--- src/rtl/fifo_wr_pkg.sv ---
// Shared definitions for the async FIFO write-side frame controller:
// input FSM encoding, last-flag position and beat counter width.
package fifo_wr_pkg;

    typedef enum logic [1:0] {
        ST_IDLE    = 2'd0,
        ST_BODY    = 2'd1,
        ST_DISCARD = 2'd2
    } wr_state_e;

    localparam int unsigned BEAT_CNT_W = 16;

    // The last flag sits directly above the payload in the FIFO word.
    function automatic int unsigned last_bit_idx(input int unsigned data_width);
        return data_width;
    endfunction

endpackage

--- src/rtl/fifo_skid2.sv ---
// Two-entry registered skid buffer, FIFO ordered; entry 0 is the head.
// ready is registered and high while occupancy after the edge is at most one.
module fifo_skid2 #(
    parameter int unsigned WIDTH = 9
) (
    input  logic             wclk,
    input  logic             wrst_n,
    input  logic             push,
    input  logic [WIDTH-1:0] push_data,
    input  logic             pop,
    output logic             head_valid,
    output logic [WIDTH-1:0] head_data,
    output logic             ready
);

    logic [1:0]       occ_q, occ_d;
    logic [WIDTH-1:0] ent0_q, ent0_d;
    logic [WIDTH-1:0] ent1_q, ent1_d;
    logic             ready_q, ready_d;
    logic             pop_ok;
    logic             push_ok;

    assign pop_ok  = pop & (occ_q != 2'd0);
    assign push_ok = push & ((occ_q != 2'd2) | pop_ok);

    always_comb begin
        occ_d  = occ_q;
        ent0_d = ent0_q;
        ent1_d = ent1_q;
        case ({push_ok, pop_ok})
            2'b10: begin
                if (occ_q == 2'd0) begin
                    ent0_d = push_data;
                end else begin
                    ent1_d = push_data;
                end
                occ_d = occ_q + 2'd1;
            end
            2'b01: begin
                ent0_d = ent1_q;
                occ_d  = occ_q - 2'd1;
            end
            2'b11: begin
                // Occupancy unchanged; the new beat lands behind whatever stays.
                if (occ_q == 2'd1) begin
                    ent0_d = push_data;
                end else begin
                    ent0_d = ent1_q;
                    ent1_d = push_data;
                end
            end
            default: ;
        endcase
        ready_d = (occ_d <= 2'd1);
    end

    always_ff @(posedge wclk) begin
        if (!wrst_n) begin
            occ_q   <= 2'd0;
            ent0_q  <= '0;
            ent1_q  <= '0;
            ready_q <= 1'b0;
        end else begin
            occ_q   <= occ_d;
            ent0_q  <= ent0_d;
            ent1_q  <= ent1_d;
            ready_q <= ready_d;
        end
    end

    assign head_valid = (occ_q != 2'd0);
    assign head_data  = ent0_q;
    assign ready      = ready_q;

endmodule

--- src/rtl/fifo_wr_frame_ctrl.sv ---
// Write-side frame front end: skid-buffers a framed beat stream into the FIFO,
// truncating frames longer than MAX_FRAME_LEN. FIFO_WR_STATS_EN adds counters.
module fifo_wr_frame_ctrl
    import fifo_wr_pkg::*;
#(
    parameter int unsigned DATA_WIDTH    = 8,
    parameter int unsigned MAX_FRAME_LEN = 16,
    parameter int unsigned CNT_WIDTH     = 16
) (
    input  logic                  wclk,
    input  logic                  wrst_n,
    input  logic                  s_valid,
    output logic                  s_ready,
    input  logic [DATA_WIDTH-1:0] s_data,
    input  logic                  s_last,
    input  logic                  wfull,
    output logic                  winc,
    output logic [DATA_WIDTH:0]   wdata,
    output logic                  ovf_err,
    output logic [CNT_WIDTH-1:0]  frame_cnt,
    output logic [CNT_WIDTH-1:0]  drop_cnt
);

    localparam int unsigned LAST_IDX = last_bit_idx(DATA_WIDTH);
    localparam int unsigned WORD_W   = DATA_WIDTH + 1;

    wr_state_e             state_q, state_d;
    logic [BEAT_CNT_W-1:0] cnt_q, cnt_d;
    logic [BEAT_CNT_W:0]   cnt_inc;
    logic                  at_max;
    logic                  ovf_err_q, ovf_err_d;
    logic                  accept;
    logic                  push;
    logic                  push_last;
    logic [WORD_W-1:0]     push_word;
    logic                  head_valid;
    logic [WORD_W-1:0]     head_data;
    logic                  skid_ready;

    assign accept  = s_valid & s_ready;
    assign cnt_inc = {1'b0, cnt_q} + {{BEAT_CNT_W{1'b0}}, 1'b1};
    assign at_max  = (cnt_inc == (BEAT_CNT_W + 1)'(MAX_FRAME_LEN));

    always_comb begin
        state_d   = state_q;
        cnt_d     = cnt_q;
        push      = 1'b0;
        push_last = s_last;
        ovf_err_d = 1'b0;
        case (state_q)
            ST_IDLE, ST_BODY: begin
                if (accept) begin
                    push = 1'b1;
                    if (s_last) begin
                        cnt_d   = '0;
                        state_d = ST_IDLE;
                    end else if (at_max) begin
                        // Close the frame downstream and swallow its tail.
                        push_last = 1'b1;
                        ovf_err_d = 1'b1;
                        cnt_d     = '0;
                        state_d   = ST_DISCARD;
                    end else begin
                        cnt_d   = cnt_inc[BEAT_CNT_W-1:0];
                        state_d = ST_BODY;
                    end
                end
            end
            ST_DISCARD: begin
                if (accept && s_last) begin
                    state_d = ST_IDLE;
                end
            end
            default: state_d = ST_IDLE;
        endcase
    end

    always_ff @(posedge wclk) begin
        if (!wrst_n) begin
            state_q   <= ST_IDLE;
            cnt_q     <= '0;
            ovf_err_q <= 1'b0;
        end else begin
            state_q   <= state_d;
            cnt_q     <= cnt_d;
            ovf_err_q <= ovf_err_d;
        end
    end

    assign push_word = {push_last, s_data};

    fifo_skid2 #(
        .WIDTH (WORD_W)
    ) u_skid (
        .wclk       (wclk),
        .wrst_n     (wrst_n),
        .push       (push),
        .push_data  (push_word),
        .pop        (winc),
        .head_valid (head_valid),
        .head_data  (head_data),
        .ready      (skid_ready)
    );

    // Both terms are flop outputs; discard mode never pushes, so it ignores occupancy.
    assign s_ready = skid_ready | (state_q == ST_DISCARD);
    assign winc    = head_valid & ~wfull;
    assign wdata   = head_data;
    assign ovf_err = ovf_err_q;

`ifdef FIFO_WR_STATS_EN
    logic [CNT_WIDTH-1:0] frame_cnt_q, frame_cnt_d;
    logic [CNT_WIDTH-1:0] drop_cnt_q, drop_cnt_d;

    always_comb begin
        frame_cnt_d = frame_cnt_q;
        drop_cnt_d  = drop_cnt_q;
        if (winc && head_data[LAST_IDX]) begin
            frame_cnt_d = frame_cnt_q + CNT_WIDTH'(1);
        end
        if (accept && (state_q == ST_DISCARD)) begin
            drop_cnt_d = drop_cnt_q + CNT_WIDTH'(1);
        end
    end

    always_ff @(posedge wclk) begin
        if (!wrst_n) begin
            frame_cnt_q <= '0;
            drop_cnt_q  <= '0;
        end else begin
            frame_cnt_q <= frame_cnt_d;
            drop_cnt_q  <= drop_cnt_d;
        end
    end

    assign frame_cnt = frame_cnt_q;
    assign drop_cnt  = drop_cnt_q;
`else
    assign frame_cnt = '0;
    assign drop_cnt  = '0;
`endif

endmodule

--- config.mk ---
export PLATFORM = sky130hd
export DESIGN_NAME = fifo_wr_frame_ctrl
export DESIGN_NICKNAME = d
export VERILOG_FILES = /design/src/rtl/fifo_wr_pkg.sv /design/src/rtl/fifo_skid2.sv /design/src/rtl/fifo_wr_frame_ctrl.sv
export SDC_FILE = /design/constraint.sdc
export NUM_CORES = 1
export LEC_CHECK = 0
export CAP_MARGIN = 20
export CORE_AREA = 2 2 95 97
export DETAILED_ROUTE_END_ITERATION = 8
export DIE_AREA = 0 0 97 99
export PLACE_DENSITY = 0.56
export SLEW_MARGIN = 20
export SYNTH_ARGS = -nofsm -noshare
export SYNTH_HDL_FRONTEND = slang
export SYNTH_SLANG_ARGS = --single-unit
--- constraint.sdc ---
create_clock -name wclk -period 6.1 [get_ports wclk]
set_input_delay 0.61 -clock wclk [delete_from_list [all_inputs] [get_ports wclk]]
set_output_delay 0.61 -clock wclk [all_outputs]
set_load 0.02 [all_outputs]
# [Word level (Yosys, flattened, before mapping)]
# Index checks and enable logic that the tools add are counted.
[op_classes] add_sub_neg=3 n_mul=0 div_mod_pow=0 magnitude_cmp=1 eq_ne=13 shift=0 mux=20 bitwise=10 n_reduce_logical=12
[ops] operator="$mux 9" count=4
[ops] operator="$mux 16" count=2
[ops] operator="$pmux 9 s3" count=1
[ops] operator="$pmux 9 s2" count=1
[ops] operator="$add 16x1->17 const B" count=1
[ops] operator="$eq 17x5->1 const B" count=1
[ops] operator="$ne 2x2->1 const B" count=5
[ops] operator="$mux 2" count=4
[ops] operator="$pmux 2 s2" count=2
[ops] operator="$eq 2x1->1 const B" count=3
[ops] operator="$eq 2x2->1 const B" count=3
[ops] operator="$mux 1" count=6
[ops] operator="$reduce_and 2->1" count=3
[ops] operator="$and 1x1->1" count=4
[ops] operator="$logic_not 2->1" count=2
[ops] operator="$not 1->1" count=4
[ops] operator="$reduce_bool 2->1" count=2
[ops] operator="$reduce_or 4->1" count=1
[ops] operator="$reduce_and 3->1" count=1
[ops] operator="$reduce_bool 3->1" count=1
[ops] operator="$add 2x1->2 const B" count=1
[ops] operator="$le 2x1->1 const B" count=1
[ops] operator="$ne 2x1->1 const B" count=1
[ops] operator="$or 1x1->1" count=2
[ops] operator="other kinds (3)" count=3
[word_totals] regBits=40 latch_bits=0 ram_bits=0 mem_bits_ro=0 in_bits=13 output_inout_bits=44 elab_cells=66 mem_count=0

# [Longest topological paths before layout]
# Gate-level depths: netlist of the first run.
[depth] word_depth=9 ltp_mapped=9 depth_no_buf=8

# [Hierarchy]
# Synthesis of the first run repeated with hierarchy kept, for this count alone.
[unflattened] hier_cells=288 area_unflattened_um2=2433.6
[modules_own_cells] mod="fifo_wr_frame_ctrl" instances=1 cells_each=183 area_each_um2=1482.7 seq_area_each_um2=380.4
[modules_own_cells] mod="fifo_skid2" instances=1 cells_each=105 area_each_um2=950.9 seq_area_each_um2=420.4

# [Least setup slack after synthesis of the first run]
# Ideal clock, no wire load.
[synth_timing] kind="input-to-reg" startpoint="in s_valid" endpoint="reg u_skid.ent0_q[7], in the netlist u_skid.head_data[7]" setup_ns=0.086 arrival_ns=2.137 required_ns=6.014 path_slack_ns=3.877 cell_stages=9 n_path_buf=3 path_cell_list="nand2_1 -> or2_2 -> clkbuf_1 -> nor2_1 -> a21o_1 -> clkbuf_1 -> clkbuf_1 -> nor2_1 -> a211oi_1"
[synth_via] elab_chain_len=7 elab_cells_between_ends=11 classes_between="4 x eq/ne; 3 x mux; 2 x bitwise; 2 x reduce/logical"
[synth_rtl] item="start: declaration" line_no="fifo_wr_frame_ctrl.sv:12" text="input logic s_valid,"
[synth_rtl] item="$and 1x1->1 *" line_no="fifo_wr_frame_ctrl.sv:40" text="assign accept = s_valid & s_ready;"
[synth_rtl] item="$mux 1 *" line_no="fifo_wr_frame_ctrl.sv:52" text="if (accept) begin"
[synth_rtl] item="$mux 1 *" line_no="fifo_wr_frame_ctrl.sv:50" text="case (state_q)"
[synth_rtl] item="$and 1x1->1 *" line_no="fifo_skid2.sv:24" text="assign push_ok = push & ((occ_q != 2'd2) | pop_ok);"
[synth_rtl] item="$eq 2x2->1 / $eq 2x1->1 (equally long branches)" line_no="fifo_skid2.sv:30" text="case ({push_ok, pop_ok})"
[synth_rtl] item="$ne 2x1->1 (no line) / $reduce_bool 3->1 (equally long branches)"
[synth_rtl] item="$reduce_and 2->1 (no line)"
[synth_rtl] item="end signal: assignment" line_no="fifo_skid2.sv:65" text="ent0_q <= ent0_d;"
[synth_rtl] item="end: declaration" line_no="fifo_skid2.sv:17" text="logic [WIDTH-1:0] ent0_q, ent0_d;"
# Every way passes the cells marked *; elsewhere a longest branch is shown, timed or not.
# A chain may end at the register's enable or synchronous reset.

# [Worst setup path in the final report of the first run]
[layout_timing] startpoint="in wfull" endpoint="out winc"
[layout_via] elab_chain_len=2
[layout_rtl] item="start: declaration" line_no="fifo_wr_frame_ctrl.sv:16" text="input logic wfull,"
[layout_rtl] item="$not 1->1" line_no="fifo_wr_frame_ctrl.sv:107" text="assign winc = head_valid & ~wfull;"
[layout_rtl] item="$and 1x1->1" line_no="fifo_wr_frame_ctrl.sv:107"
[layout_rtl] item="end: declaration" line_no="fifo_wr_frame_ctrl.sv:17" text="output logic winc,"
# No other way between the ends.

==> summary.md, run 1 <==
| Metric | Value |
|---|---|
| Clock latency on the worst-skew pair | 290 ps |
| Post_cts resized | 0 |
| Height of the die | 99 µm |
| Mapped Cells | 278 |
| Setup violators final | 0 |
| Post-Route Setup TNS | 0 ps |
| CTS tree | built |
| Final RePlAce weighted congestion | 0.807 |
| Ports | 57 |
| Worst path max stage delay | 690 ps |
| ANT nets after route | 0 |
| Period utilization | 0.442 |
| Asr flop ratio synth | 0 |
| Clk slew on worst S/H paths | 80 ps |
| Post-DR wirelength/cell | 11.9 µm |
| Crit path top cell by count | clkdlybuf4s50_1 |
| First drt pass iteration count | 4 |
| Via density per instance | 4.65 |
| Cts hold-fix bufs | 0 |
| Die area | 9600 µm² |
| CP delay by family, top | buffers and inverters |
| Hold WC Path Type | register to register |
| Fill count | 908 |
| Max IR drop VDD | 215 µV |
| Critical path class | primary input to output port |
| Pleak | 0.928 nW |
| CP required | 5490 ps |
| Netlist cell types | 52 |
| Vias in the first global route | 1630 |
| Drt drc | 0 |
| Area Overhead vs Synth | 13.1% |
| Antenna violations before repair | 0 |
| H-tree level count | 2 |
| Maximum number of pins on one net before global-route repair | 23 |
| Crit end category | output port |
| Layout cells sized above 1 | 0.0712 |
| CTS buffer count | 5 |
| Minimum clock period after layout | 2690 ps |
| Pwr Density | 337 nW/µm² |
| Max-cap violations | 0 |
| Syn_area_per_cell | 8.41 µm² |
| Rel. slew slack | 0.523 |
| Max Root-Sink Buffers | 2 |
| Register area | 801 µm² |
| Core Box Area | 8550 µm² |
| HPWL Detailed | 3480 µm |
| RSZ-0062 raised after global routing | no |
| Setup Buffers After CTS | 0 |
| Core Util, Final | 0.309 |
| Status | completed |
| Yosys reg bits | 40 |
| Critical Path Start Type | primary input |
| CTS sink count | 40 |
| Final Slew Violations | 0 |
| Mapped Area | 2340 µm² |
| Clock tree root driver cell | clkbuf_8 |
| Highest Clock Rate | 371 MHz |
| Post-synthesis sequential area ratio | 0.342 |
| Global route overflow | 0 |
| Initial Util | 0.273 |
| Final nets | 311 |
| Multi-input logic area | 1330 µm² |
| Global-route wire length before repair | 7880 µm |
| Total power | 0.892 mW |
| Cells along the critical path | clkdlybuf4s50_1 -> nor2_1 -> clkdlybuf4s50_1 |
| Antenna cells | 0 |
| Crit-path slowest cell | clkdlybuf4s50_1 |
| Clock skew | 6.37 ps |
| Post-synth EDFFs | 0 |
| Worst slew pin tran | 711 ps |
| Arr. time, crit path | 2080 ps |
| Row count | 34 |
| Fin. Hold Viols | 0 |
| Buffers & Inverters on Critical Path | 2 |
| GRT Total Usage | 0.100 |
| Synth warnings | 0 |
| CP max FO | 7 |
| Top_reg_cell synth | dfxtp_1 |
| IO buf count | 24 |
| Routed vias | 1872 |
| Die outline width | 97 µm |
| Initial DRC Count | 51 |
| WL final | 4790 µm |
[worst reg2reg max path, stage by stage, from the launching register on]
cell	delay (ps)
dfxtp_1	420
ha_1	300
nand4_1	220
nor3_2	350
nor3_1	80
o22ai_1	250
nor2_2	130
or4_1	490
a31oi_1	180
[cell usage after synthesis (3+ instances only)]
cell      count  area share
a211oi_1      8       0.026
a21oi_1      13       0.028
a31oi_1       4       0.011
and2_1        3      0.0080
and3_1        4       0.011
buf_2         3      0.0064
buf_4        32        0.10
clkbuf_1     10       0.016
dfxtp_1      40        0.34
ha_1          4       0.021
inv_1         8       0.013
mux2i_1      18       0.077
nand2_1      11       0.018
nand3_1       7       0.015
nand4_1       3      0.0080
nor2_1       28       0.045
nor2b_1       7       0.019
nor3_1        5       0.011
o21ai_0      14       0.030
o31ai_1       6       0.019
or2_2         3      0.0080
or3_1         4       0.011
xnor2_1       4       0.015
[logic make-up (layout without fill, tap and decap cells)]
kind of cell / after synthesis / in the layout / synth area share
adder cells (fa/ha/maj): 4 / 4 / 0.0214
flip-flops: 40 / 40 / 0.342
AND/OR/NAND/NOR: 94 / 94 / 0.227
multiplexers: 18 / 18 / 0.0770
buffers and inverters: 55 / 41 / 0.141
XOR/XNOR: 5 / 5 / 0.0187
other: 1 / 32 / 0.00160
AO/OA/AOI/OAI: 61 / 61 / 0.171
[routing by layer]
layer	vias to the layer above	GRT usage	part of all wire
met2	49	0.162	0.44
met5	-	0	0
met3	4	0.0255	0.044
met4	0	0.0228	0.0042
met1	863	0.135	0.51
li1	956	-	-
[report_power, final]
part           internal, mW  switching (mW)  total [mW]
logic                 0.152           0.208       0.360
registers             0.310          0.0323       0.342
clock network        0.0916          0.0987       0.190
[flip-flops by register name (all words and copies together) (netlist names)]
| register | count |
|---|---|
| state_q | 2 |
| cnt_q | 16 |
| u_skid.ready | 1 |
| u_skid.occ_q | 2 |
| u_skid.head_data | 9 |
| u_skid.ent1_q | 9 |
| ovf_err | 1 |
[layout make-up]
cell class | instances | share of cell area
clock inverters | 2 | 0.00568
inverters | 8 | 0.0114
flip-flops and latches | 40 | 0.303
clock buffers | 6 | 0.0312
multi-input cells | 214 | 0.504
well taps | 108 | 0.0511
repair buffers | 25 | 0.0937
[cell usage in the layout, fill, tap and decap left out, types with 3 or more instances in the layout]
cell type and n:
dfxtp_1 40, conb_1 32, nor2_1 28, clkdlybuf4s50_1 24
mux2i_1 18, o21ai_0 14, a21oi_1 13, nand2_1 11
inv_1 8, a211oi_1 8, nor2b_1 7, nand3_1 7
o31ai_1 6, clkbuf_8 6, nor3_1 5, or3_1 4
and3_1 4, xnor2_1 4, a31oi_1 4, ha_1 4
or2_2 3, nand4_1 3, and2_1 3
[path summary, 6_finish.rpt]
| kind | startpoint | to | cells after the start | slack (ps) |
|---|---|---|---|---|
| setup reg to reg | cnt_q[0] | cnt_q[4] | 8 | 3610 |
| hold / removal | u_skid.ent1_q[0] | u_skid.ent1_q[0] | 2 | 500 |
| hold reg to reg | u_skid.ent1_q[0] | u_skid.ent1_q[0] | 2 | 500 |
| setup / recovery | wfull | winc | 3 | 3410 |
[through the flow]
step,instances,setup slack (ps),area (µm²),hold slack (ps)
after floorplan,309,3880,2450,456
after global placement,395,3250,2540,473
after detailed placement,395,3140,2540,481
after CTS,403,3410,2640,503
after global routing,403,3330,2650,528
final,403,3410,2650,503
No activity file was read; power rests on OpenSTA's default activity.
==> run 2: changes to the inputs <==
==> constraint.sdc (replaced) <==
create_clock -name wclk -period 2.5 [get_ports wclk]
set_input_delay 0.25 -clock wclk [delete_from_list [all_inputs] [get_ports wclk]]
set_output_delay 0.25 -clock wclk [all_outputs]
set_load 0.02 [all_outputs]
==> summary.md, run 2 (synthesis results as in run 1) <==
| Metric | Value |
|---|---|
| First drt pass iteration count | 5 (+1) |
| WL final | 4940 µm (+3.2%) |
| Post-DR wirelength/cell | 11.9 µm (+0.19%) |
| Pleak | 0.995 nW (+7.3%) |
| Clk slew on worst S/H paths | 80 ps (about the same) |
| Worst path max stage delay | 510 ps (-180 ps) |
| IO buf count | 24 (unchanged) |
| Final RePlAce weighted congestion | 0.761 (-5.7%) |
| Rel. slew slack | 0.659 (+0.136) |
| Height of the die | 99 µm (unchanged) |
| Period utilization | 0.920 |
| Setup violators final | 0 (unchanged) |
| Final Slew Violations | 0 (unchanged) |
| Vias in the first global route | 1685 (+3.4%) |
| CTS sink count | 40 (unchanged) |
| Global-route wire length before repair | 8090 µm (+2.7%) |
| Critical Path Start Type | register |
| RSZ-0062 raised after global routing | yes |
| Clock tree root driver cell | clkbuf_8 |
| Cells along the critical path | nand3_2 -> or4_1 -> a221o_1 -> nand4b_1 -> nor2_2 -> nor2_1 -> a22o_1 |
| Global route overflow | 0 (unchanged) |
| CTS buffer count | 5 (unchanged) |
| Worst slew pin tran | 509 ps (-202 ps) |
| CTS tree | built |
| Cells after DPL | 407 (+3.0%) |
| Highest Clock Rate | 435 MHz |
| Crit-path slowest cell | or4_1 |
| Fin. Hold Viols | 0 (unchanged) |
| Max-cap violations | 0 (unchanged) |
| Worst hold margin | 496 ps (-6.56 ps) |
| Initial Util | 0.273 (unchanged) |
| Final instance area | 2760 µm² (+4.3%) |
| Row count | 34 (unchanged) |
| Maximum number of pins on one net before global-route repair | 22 (-4.3%) |
| Clock latency on the worst-skew pair | 290 ps (about the same) |
| Max IR drop VDD | 451 µV (+110%) |
| Placed Area | 2630 µm² (+3.5%) |
| Non-filler cells, final | 415 (+3.0%) |
| Antenna cells | 0 (unchanged) |
| Drt drc | 0 (unchanged) |
| HPWL Detailed | 3600 µm (+3.4%) |
| Minimum clock period after layout | 2300 ps |
| Ports | 57 (unchanged) |
| Pwr Density | 820 nW/µm² (+140%) |
| Largest register by flop count | cnt_q |
| Critical path class | register to register |
| Routed vias | 1934 (+3.3%) |
| Die area | 9600 µm² (unchanged) |
| Antenna violations before repair | 0 (unchanged) |
| Area Overhead vs Synth | 18.0% |
| Via density per instance | 4.66 (+0.32%) |
| Clock skew | 7.05 ps (+0.683 ps) |
| Layout cells sized above 1 | 0.114 (+0.0428) |
| Core Box Area | 8550 µm² (unchanged) |
| Commonest non-fill, non-tap cell in the layout | dfxtp_1 |
| Max Root-Sink Buffers | 2 (unchanged) |
| Status | completed |
| Arr. time, crit path | 2490 ps (+410 ps) |
| Core Util, Final | 0.323 (+0.0133) |
| H-tree level count | 2 (unchanged) |
| Most frequent cells in the layout | 40 x dfxtp_1, 32 x conb_1, 28 x nor2_1 |
| Max reg flops | 16 (unchanged) |
| Final nets | 323 (+3.9%) |
| Die outline width | 97 µm (unchanged) |
| Initial DRC Count | 77 (+51%) |
| GRT Total Usage | 0.101 (+0.000596) |
| Crit end category | register |
| CP max FO | 7 (unchanged) |
| ANT nets after route | 0 (unchanged) |
| CP required | 2690 ps (-2800 ps) |
| Setup Buffers After CTS | 0 (unchanged) |
| Hold WC Path Type | register to register |
==> run 2: cell type report <==
cell class | instances | area (µm²)
multi-input cells | 214 | 1340
well taps | 108 | 135
repair buffers | 37 | 338
clock inverters | 3 | 42.5
flip-flops and latches | 40 | 801
inverters | 8 | 30.0
fillers | 899 | 5790
clock buffers | 5 | 68.8
==> run 2: worst paths after layout <==
kind                                        from                to  slack (ps)  cells past startpoint
worst max register to register          cnt_q[5]          cnt_q[1]         200                      7
worst min register to register  u_skid.ent1_q[6]  u_skid.ent1_q[6]         500                      2
worst max-delay path                    cnt_q[5]          cnt_q[1]         200                      7
worst min-delay path            u_skid.ent1_q[6]  u_skid.ent1_q[6]         500                      2
==> run 2: layer usage <==
layer  vias up  track usage  wire (µm)
met4         0       0.0228         37
met5         -            0          0
met2        54        0.165       2300
li1        981            -          -
met1       893        0.135       2350
met3         6       0.0234        259
==> run 2: repair_timing <==
item | 4_1_cts | 5_1_grt
hold buffers | 0 | 0
setup endpoints to repair | 0 | 1
resized for setup | 0 | 3
==> run 2: worst max-delay path: cells and delay by family, from the launching register on <==
family / cells / cell delay, ps
AOI/OAI and AO/OA: 2 / 510
DFF: 1 / 460
and+or+nand+nor: 5 / 1240
==> run 2: metrics by stage <==
stage / setup WS (ps) / setup TNS, ps / power [mW]
3_5_place_dp: 157 / 0 / 1.75
6_report: 201 / 0 / 2.26
2_1_floorplan: 317 / 0 / 1.46
5_1_grt: -1.79 / -1.79 / 2.41
4_1_cts: 134 / 0 / 2.29
3_3_place_gp: 228 / 0 / 1.74
==> run 2: power breakdown <==
part	internal, mW	switching (mW)	leakage, nW	total, mW
registers	0.755	0.0714	0.325	0.826
logic	0.398	0.506	0.616	0.905
clock network	0.295	0.236	0.0541	0.531
total	1.45	0.814	0.995	2.26
